--- src/rtl/dbus_bridge.sv ---
// Data-memory bridge: posts core writes into an in-order buffer and turns each core
// access into a registered req/ack bus transfer, with a watchdog and sticky error flag.
module dbus_bridge #(
    parameter int WB_DEPTH = 4,
    parameter int TIMEOUT  = 255
) (
    input  logic        clk,
    input  logic        rst,
    input  logic        core_ce_i,
    input  logic        core_we_i,
    input  logic [31:0] core_addr_i,
    input  logic [31:0] core_wdata_i,
    input  logic [3:0]  core_sel_i,
    output logic [31:0] core_rdata_o,
    output logic        stall_o,
    output logic        bus_req_o,
    output logic        bus_we_o,
    output logic [31:0] bus_addr_o,
    output logic [31:0] bus_wdata_o,
    output logic [3:0]  bus_sel_o,
    input  logic        bus_ack_i,
    input  logic [31:0] bus_rdata_i,
    output logic        bus_err_o
);

    localparam int PTR_W = $clog2(WB_DEPTH);
    localparam int CNT_W = PTR_W + 1;
    localparam int TO_W  = $clog2(TIMEOUT + 1);
    localparam logic [TO_W-1:0] TO_LAST = TO_W'(TIMEOUT - 1);

    localparam logic [1:0] S_IDLE    = 2'd0;
    localparam logic [1:0] S_WR      = 2'd1;
    localparam logic [1:0] S_RD      = 2'd2;
    localparam logic [1:0] S_RD_DONE = 2'd3;

    logic [1:0]       state_q, state_d;
    logic [CNT_W-1:0] count_q, count_d;
    logic [PTR_W-1:0] wr_ptr_q, wr_ptr_d;
    logic [PTR_W-1:0] rd_ptr_q, rd_ptr_d;
    logic [TO_W-1:0]  tcnt_q, tcnt_d;
    logic             bus_req_q, bus_req_d;
    logic             bus_we_q, bus_we_d;
    logic [31:0]      bus_addr_q, bus_addr_d;
    logic [31:0]      bus_wdata_q, bus_wdata_d;
    logic [3:0]       bus_sel_q, bus_sel_d;
    logic             bus_err_q, bus_err_d;
    logic [31:0]      rdata_q, rdata_d;

    logic [67:0]      fifo_q [WB_DEPTH];
    logic [31:0]      head_addr;
    logic [31:0]      head_wdata;
    logic [3:0]       head_sel;

    logic             xfer_done;
    logic             timeout;
    logic             pop;
    logic             push;
    logic             full;

    assign {head_addr, head_wdata, head_sel} = fifo_q[rd_ptr_q];

    always_comb begin
        state_d     = state_q;
        count_d     = count_q;
        wr_ptr_d    = wr_ptr_q;
        rd_ptr_d    = rd_ptr_q;
        bus_req_d   = bus_req_q;
        bus_we_d    = bus_we_q;
        bus_addr_d  = bus_addr_q;
        bus_wdata_d = bus_wdata_q;
        bus_sel_d   = bus_sel_q;
        bus_err_d   = bus_err_q;
        rdata_d     = rdata_q;

        xfer_done = bus_req_q && bus_ack_i;
        timeout   = bus_req_q && !bus_ack_i && (tcnt_q == TO_LAST);
        tcnt_d    = (bus_req_q && !bus_ack_i) ? tcnt_q + TO_W'(1) : '0;

        pop  = (state_q == S_WR) && (xfer_done || timeout);
        full = (count_q == CNT_W'(WB_DEPTH));
        push = core_ce_i && core_we_i && (!full || pop);

        // A read is held off until its data is presented in RD_DONE.
        stall_o = (core_ce_i && core_we_i && full && !pop) ||
                  (core_ce_i && !core_we_i && (state_q != S_RD_DONE));

        case (state_q)
            S_IDLE: begin
                if (count_q != '0) begin
                    bus_req_d   = 1'b1;
                    bus_we_d    = 1'b1;
                    bus_addr_d  = head_addr;
                    bus_wdata_d = head_wdata;
                    bus_sel_d   = head_sel;
                    state_d     = S_WR;
                end else if (core_ce_i && !core_we_i) begin
                    bus_req_d   = 1'b1;
                    bus_we_d    = 1'b0;
                    bus_addr_d  = core_addr_i;
                    bus_wdata_d = '0;
                    bus_sel_d   = core_sel_i;
                    state_d     = S_RD;
                end
            end
            S_WR: begin
                if (xfer_done || timeout) begin
                    bus_req_d = 1'b0;
                    state_d   = S_IDLE;
                    if (timeout) begin
                        bus_err_d = 1'b1;
                    end
                end
            end
            S_RD: begin
                if (xfer_done) begin
                    rdata_d   = bus_rdata_i;
                    bus_req_d = 1'b0;
                    state_d   = S_RD_DONE;
                end else if (timeout) begin
                    rdata_d   = '0;
                    bus_err_d = 1'b1;
                    bus_req_d = 1'b0;
                    state_d   = S_RD_DONE;
                end
            end
            default: begin
                state_d = S_IDLE;
            end
        endcase

        if (push) begin
            wr_ptr_d = wr_ptr_q + PTR_W'(1);
        end
        if (pop) begin
            rd_ptr_d = rd_ptr_q + PTR_W'(1);
        end
        case ({push, pop})
            2'b10:   count_d = count_q + CNT_W'(1);
            2'b01:   count_d = count_q - CNT_W'(1);
            default: count_d = count_q;
        endcase
    end

    always_ff @(posedge clk) begin
        if (rst) begin
            state_q     <= S_IDLE;
            count_q     <= '0;
            wr_ptr_q    <= '0;
            rd_ptr_q    <= '0;
            tcnt_q      <= '0;
            bus_req_q   <= 1'b0;
            bus_we_q    <= 1'b0;
            bus_addr_q  <= '0;
            bus_wdata_q <= '0;
            bus_sel_q   <= '0;
            bus_err_q   <= 1'b0;
            rdata_q     <= '0;
        end else begin
            state_q     <= state_d;
            count_q     <= count_d;
            wr_ptr_q    <= wr_ptr_d;
            rd_ptr_q    <= rd_ptr_d;
            tcnt_q      <= tcnt_d;
            bus_req_q   <= bus_req_d;
            bus_we_q    <= bus_we_d;
            bus_addr_q  <= bus_addr_d;
            bus_wdata_q <= bus_wdata_d;
            bus_sel_q   <= bus_sel_d;
            bus_err_q   <= bus_err_d;
            rdata_q     <= rdata_d;
        end
    end

    // Buffer storage carries no reset; count and pointers decide what is valid.
    always_ff @(posedge clk) begin
        if (push) begin
            fifo_q[wr_ptr_q] <= {core_addr_i, core_wdata_i, core_sel_i};
        end
    end

    assign core_rdata_o = (state_q == S_RD_DONE) ? rdata_q : '0;
    assign bus_req_o    = bus_req_q;
    assign bus_we_o     = bus_we_q;
    assign bus_addr_o   = bus_addr_q;
    assign bus_wdata_o  = bus_wdata_q;
    assign bus_sel_o    = bus_sel_q;
    assign bus_err_o    = bus_err_q;

endmodule

--- config.mk ---
export PLATFORM = sky130hd
export DESIGN_NAME = dbus_bridge
export DESIGN_NICKNAME = d
export VERILOG_FILES = /design/src/rtl/dbus_bridge.sv
export SDC_FILE = /design/constraint.sdc
export NUM_CORES = 1
export LEC_CHECK = 0
export BUFFER_PORTS_ARGS = -buffer_cell sky130_fd_sc_hd__buf_2
export CORE_ASPECT_RATIO = 1.25
export CORE_MARGIN = 10
export CORE_UTILIZATION = 57
export DETAILED_ROUTE_END_ITERATION = 16
export HOLD_SLACK_MARGIN = 0.02
export PLACE_DENSITY = 0.85
export SKIP_LAST_GASP = 1
export SLEW_MARGIN = 20
export SYNTH_ARGS = -nofsm -noshare
export SYNTH_HDL_FRONTEND = slang
export SYNTH_SLANG_ARGS = --single-unit
--- constraint.sdc ---
create_clock -name clk -period 3.9 [get_ports clk]
set_clock_uncertainty 0.1 [all_clocks]
set_input_delay 0.39 -clock clk [delete_from_list [all_inputs] [get_ports clk]]
set_output_delay 0.39 -clock clk [all_outputs]
set_load 0.05 [all_outputs]
==> results of run 1 <==
==> critical path: cells and delay by family (launching register included) <==
kind / cells / cell delay (ns)
fa+ha+maj: 1 / 0.15
simple gates: 2 / 0.77
flops: 1 / 0.33
buf+inv: 2 / 0.35
compound gates: 2 / 0.66
==> layout by cell type (no fill, tap or decap), types with 9 or more instances in the layout <==
cell type	instances
a22oi_2	29
edfxtp_1	272
dfxtp_1	120
clkbuf_1	16
nand2_1	42
a211oi_1	36
buf_2	207
dlygate4sd3_1	60
ha_1	11
mux4_2	68
inv_1	9
clkbuf_16	37
a21oi_1	43
a22oi_1	36
and2_1	32
nor2_1	121
==> registers in the layout, summed over array words and instances (netlist names), 2 cells and up, named ones only <==
name and flops:
fifo_q 272, tcnt_q 8, rdata_q 32, bus_sel_o 4, rd_ptr_q 2, bus_wdata_o 32
wr_ptr_q 2, bus_addr_o 32, state_q 2, count_q 3
==> stage by stage <==
stage	area, um^2	total power (uW)
after detailed placement	16300	7140
after CTS	18000	10500
final	18000	10400
after global placement	16300	7070
after floorplan	15000	6600
after global routing	18000	10800
==> cells by family (layout without fill, tap and decap cells) <==
group	after synthesis	in the layout	share of synthesized area [%]
DFF	394	394	70.7
xor gates and xnor gates	7	7	0.408
and+or+nand+nor	229	229	6.82
muxes	71	71	10.4
AOI/OAI and AO/OA	156	156	8.19
buffers and inverters	71	353	2.39
adders and majority gates	12	12	1.05
other	0	4	0
==> power by group <==
part / switching [uW] / internal (uW)
Combinational: 1540 / 644
Sequential: 165 / 4760
Clock: 1470 / 1830
Total: 3180 / 7230
==> metal layers <==
layer	wire length, um	up-vias	share of wire, %	GRT usage (%)
li1	-	4101	-	-
met1	12800	4396	38	24.4
met2	17100	367	51	32.8
met3	2400	77	7.2	3.82
met4	1170	2	3.5	7.98
met5	7	-	0.021	0
==> layout make-up <==
cell class,instances,area (um^2),share of cell area (%)
Antenna cell,4,10.0,0.0555
Clock buffer,56,1020,5.65
Clock inverter,12,92.6,0.513
Inverter,9,33.8,0.187
Multi-Input combinational cell,475,4070,22.6
Sequential cell,394,10600,58.9
Tap cell,340,425,2.36
Timing Repair Buffer,276,1770,9.80
==> worst max-delay path by stage <==
stage                     from            end  slack, ns
global route        state_q[0]        stall_o       0.96
global placement     tcnt_q[0]  fifo_q[2][43]       1.24
finish               tcnt_q[0]  fifo_q[2][53]       1.19
floorplan            bus_req_o   fifo_q[0][0]       0.28
CTS                 count_q[2]  bus_addr_o[2]       1.16
detailed placement   tcnt_q[0]  fifo_q[2][43]       1.21
==> results.txt, run 1 <==
CP max stage delay: 0.64 ns
Register area share after synthesis: 70.7%
Max VDD drop: 442 uV
Req. time, crit path: 4.01 ns
Worst-path maximum fanout: 43
Syn Area/Cell: 16.0 um^2
FFs w/ async S/R, synth: 0%
Port-buffer cells: 208
Reg2reg setup slack: 1.19 ns
Starting Density: 57.7%
I/O pin count: 209
Wirelength, routed: 33.4 mm
Chip Height: 201 um
Syn. warnings: 0
Lkg Pwr: 0.00642 uW
Hold_sp: core_addr_i[19]
Clock transition at path regs: 0.06 ns
Dpl ws: 1.21 ns
Drt first pass iters: 5
Syn Inst Count: 940
Hpwl dp: 19.9 mm
Max Slew Vio Count: 0
Fill cells: 1694
Register bit total from synthesis: 394
Min-delay worst type: in2reg
First-pass GRT wire length: 51.5 mm
Post-cts sizing count: 0
Post-CTS Setup Bufs: 0
Initial antenna violation count: 4
Yosys cell types: 46
Startpoint Class: register
Status: completed
Core Area: 26000 um^2
Clock Path Buffers: 3
CTS Buf Count: 37
Pwr per Cell Area: 577 nW/um^2
Total grt overflow: 0
Syn Std Cell Area: 15000 um^2
Final Setup Violations: 0
Crit Reg-Reg Startpoint: tcnt_q[0]
Main synth FF type: edfxtp_1
Row count: 66
Commonest cells in the netlist: 272 x edfxtp_1, 122 x dfxtp_1, 121 x nor2_1, 68 x mux4_2
Final nets: 1310
Max Freq: 369 MHz
Finished Layout Cells: 1566
Final min period: 2.71 ns
Layout cells sized above 1: 31.3%
Synth top area share: 54.4%
Worst hold slack: 0.0278 ns
WS Path Type: reg2reg
Layout area overhead: 20.1%
Routed via count: 8943
Max-cap violation count: 0
CTS Root Cell: clkbuf_16
Slew @ Worst Pin: 1.05 ns
DR vias/cell: 5.71
Synth top area cells: edfxtp_1 54%, dfxtp_1 16%, mux4_2 10%
Clk_lat worst skew: 0.52 ns
Die area: 33300 um^2
Final Cycle Share: 69.5%
Clk sinks: 394
Relative slew slack: 29.8%
Crit path cell chain: inv_1 > ha_1 > nand4_1 > o21ai_2 > a41o_1 > and2_4 > buf_12
Area leader, netlist: edfxtp_1
Gr usage total: 19.6%
Hold EP: fifo_q[0][55]
Reg2Reg Depth: 7
Number of H-tree levels: 2
Largest net degree at the start of global routing: 83
TNS Setup: 0 ns
Final ANT Viol Nets: 0
Post-synth EDFFs: 272
DR iter-0 viols: 613
RSZ-0062 raised after global routing: false
CTS Hold Buffers Added: 59
Placed cell count: 1434
CTS tree: yes
Crit path DAT: 2.82 ns
Final worst slack: 1.19 ns
Count leader, synth: edfxtp_1
Final Wtd Congestion: 0.861
DR DRC count: 0
Fin util: 69.3%
Die width: 165 um
Slowest-stage cell, CP: and2_4
Final hold vios: 0
Syn Nets: 1057
Critical Path Sink Type: register
RR Endpoint: fifo_q[2][53]
Vias in the first global route: 9198
WL/cell: 21.3 um
Hold Path Depth: 1
Power figures use the tool's default switching activity.
==> run 2, diff against run 1 <==
==> constraint.sdc (replaced) <==
create_clock -name clk -period 2.5 [get_ports clk]
set_clock_uncertainty 0.1 [all_clocks]
set_input_delay 0.25 -clock clk [delete_from_list [all_inputs] [get_ports clk]]
set_output_delay 0.25 -clock clk [all_outputs]
set_load 0.05 [all_outputs]
==> results.txt, run 2 (synthesis results as in run 1) <==
Switching Share: 29.8%
DR vias/cell: 5.83
DR iter-0 viols: 801
Clk sinks: 394
Crit path buf inv count: 3
Layout cells sized above 1: 32.2%
Clock Path Buffers: 3
Max VDD drop: 661 uV
Chip Height: 201 um
Pwr per Cell Area: 903 nW/um^2
Hold_sp: bus_ack_i
Slew @ Worst Pin: 0.690 ns
Worst-path maximum fanout: 5
Initial antenna violation count: 5
Row count: 66
I/O pin count: 209
Die area: 33300 um^2
Final Setup Violations: 0
Post-route cell area: 18900 um^2
Port-buffer cells: 208
Largest Register: fifo_q
Vias in the first global route: 10000
Final ANT Viol Nets: 0
Final Cycle Share: 94.3%
Reg2reg setup slack: 0.18 ns
WL/cell: 22.3 um
Die width: 165 um
Relative slew slack: 54.0%
Layout area overhead: 25.9%
Crit Reg-Reg Startpoint: tcnt_q[0]
DR DRC count: 0
Area post-placement: 16600 um^2
RR Endpoint: count_q[2]
Seq pwr share: 45.1%
Reg2Reg Depth: 10
Critical Path Sink Type: output pin
Clock transition at path regs: 0.06 ns
CTS tree: yes
WS Path Type: reg2out
Delay-heaviest family, CP: simple AND/OR/NAND/NOR gates
Max reg flops: 272
Max Freq: 424 MHz
Most frequent cells in the layout: 272 x edfxtp_1, 206 x buf_2, 121 x nor2_1, 118 x dfxtp_1, 100 x dlygate4sd3_1
Gate power share: 21.0%
CTS Root Cell: clkbuf_16
Commonest non-fill, non-tap cell in the layout: edfxtp_1
Largest net degree at the start of global routing: 70
Status: completed
Fin util: 72.7%
Final hold vios: 0
Gr usage total: 21.7%
Routed via count: 9499
RSZ-0062 raised after global routing: false
Min-delay worst type: in2reg
Total grt overflow: 0
Final nets: 1371
Wirelength, routed: 36.2 mm
First-pass GRT wire length: 56.9 mm
Number of H-tree levels: 2
Core Area: 26000 um^2
TNS Setup: 0 ns
Max-cap violation count: 0
Slowest-stage cell, CP: dfxtp_2
Clock power share: 33.9%
Hpwl dp: 21.6 mm
Final min period: 2.36 ns
Starting Density: 57.7%
Hold EP: bus_err_o
Max Slew Vio Count: 0
Crit path launch: tcnt_q[0]
Req. time, crit path: 2.15 ns
Drt first pass iters: 5
Power Internal: 12000 uW
Hold Path Depth: 4
CTS Buf Count: 38
Crit path DAT: 2.01 ns
Crit path cell chain: inv_1 > ha_1 > nand4_1 > o21ai_2 > buf_4 > nand2_2 > a31oi_1 > nor2b_1 > buf_6
Final Wtd Congestion: 0.852
CP max stage delay: 0.34 ns
Lkg Pwr: 0.00683 uW
NetSw: 5090 uW
Clk_lat worst skew: 0.52 ns
Startpoint Class: register
## run 2: cell types whose count changed in the layout (fill, tap and decap cells not counted), sizes merged
cell         previous run  this run
dlygate4sd3            60       100
clkinvlp                3         0
inv                    10        12
buf                   216       236
clkinv                  8        16
clkbuf                 56        46
bufinv                  0         5
## run 2: how the worst max path moves through the flow
stage          depth (start not counted)         end  slack (ns)
6_report                               9     stall_o        0.14
5_1_grt                                9     stall_o        0.02
4_1_cts                                9     stall_o        0.01
3_5_place_dp                          10  count_q[2]        0.16
3_3_place_gp                          10  count_q[2]        0.21
2_1_floorplan                          8  count_q[2]        0.16
## run 2: timing repair
item | 4_1_cts | 5_1_grt
hold buffers | 100 | 0
resized for setup | 1 | 3
buffers inserted | 0 | 1
pin swaps | 0 | 2
endpoints found under the setup margin | 1 | 1
endpoints found under the hold margin | 334 | 0
## run 2: through the flow
stage	std cells	power, uW	hold WS (ns)	setup WS (ns)
floorplan	940	10300	0.249	0.156
global placement	1453	11100	0.345	0.206
detailed placement	1453	11200	0.366	0.165
CTS	1623	17100	0.0401	0.0137
global route	1628	17700	0.107	0.0206
finish	1628	17100	0.0504	0.143
## run 2: layout make-up
type                            instances  area (um^2)
Clock buffer                           46         1010
Inverter                                9         33.8
Tap cell                              340          425
Multi-Input combinational cell        475         4070
Antenna cell                            4         10.0
Fill cell                            1490         7110
Clock inverter                         24          259
Sequential cell                       394        10600
Timing Repair Buffer                  336         2470
## run 2: power by group through the flow
stage               logic, uW  registers [uW]  clock network (uW)
global route             3830            7730                6120
detailed placement       3430            7820                   0
floorplan                1610            8680                   0
finish                   3590            7700                5780
global placement         3360            7790                   0
CTS                      3580            7690                5860
## run 2: metal layers
layer	GRT usage [%]	wire [um]
met1	26.4	13500
met2	37.9	19100
met3	4.06	2680
met4	6.65	1000
met5	0	13
## run 2: worst reg2reg max path: cells and delay by family (launching register included)
family	cells	cell delay (ns)
multiplexers	1	0.30
buffers and inverters	2	0.12
AND/OR/NAND/NOR	3	0.53
AO/OA/AOI/OAI	2	0.27
adder cells (fa/ha/maj)	2	0.55
flip-flops	1	0.33
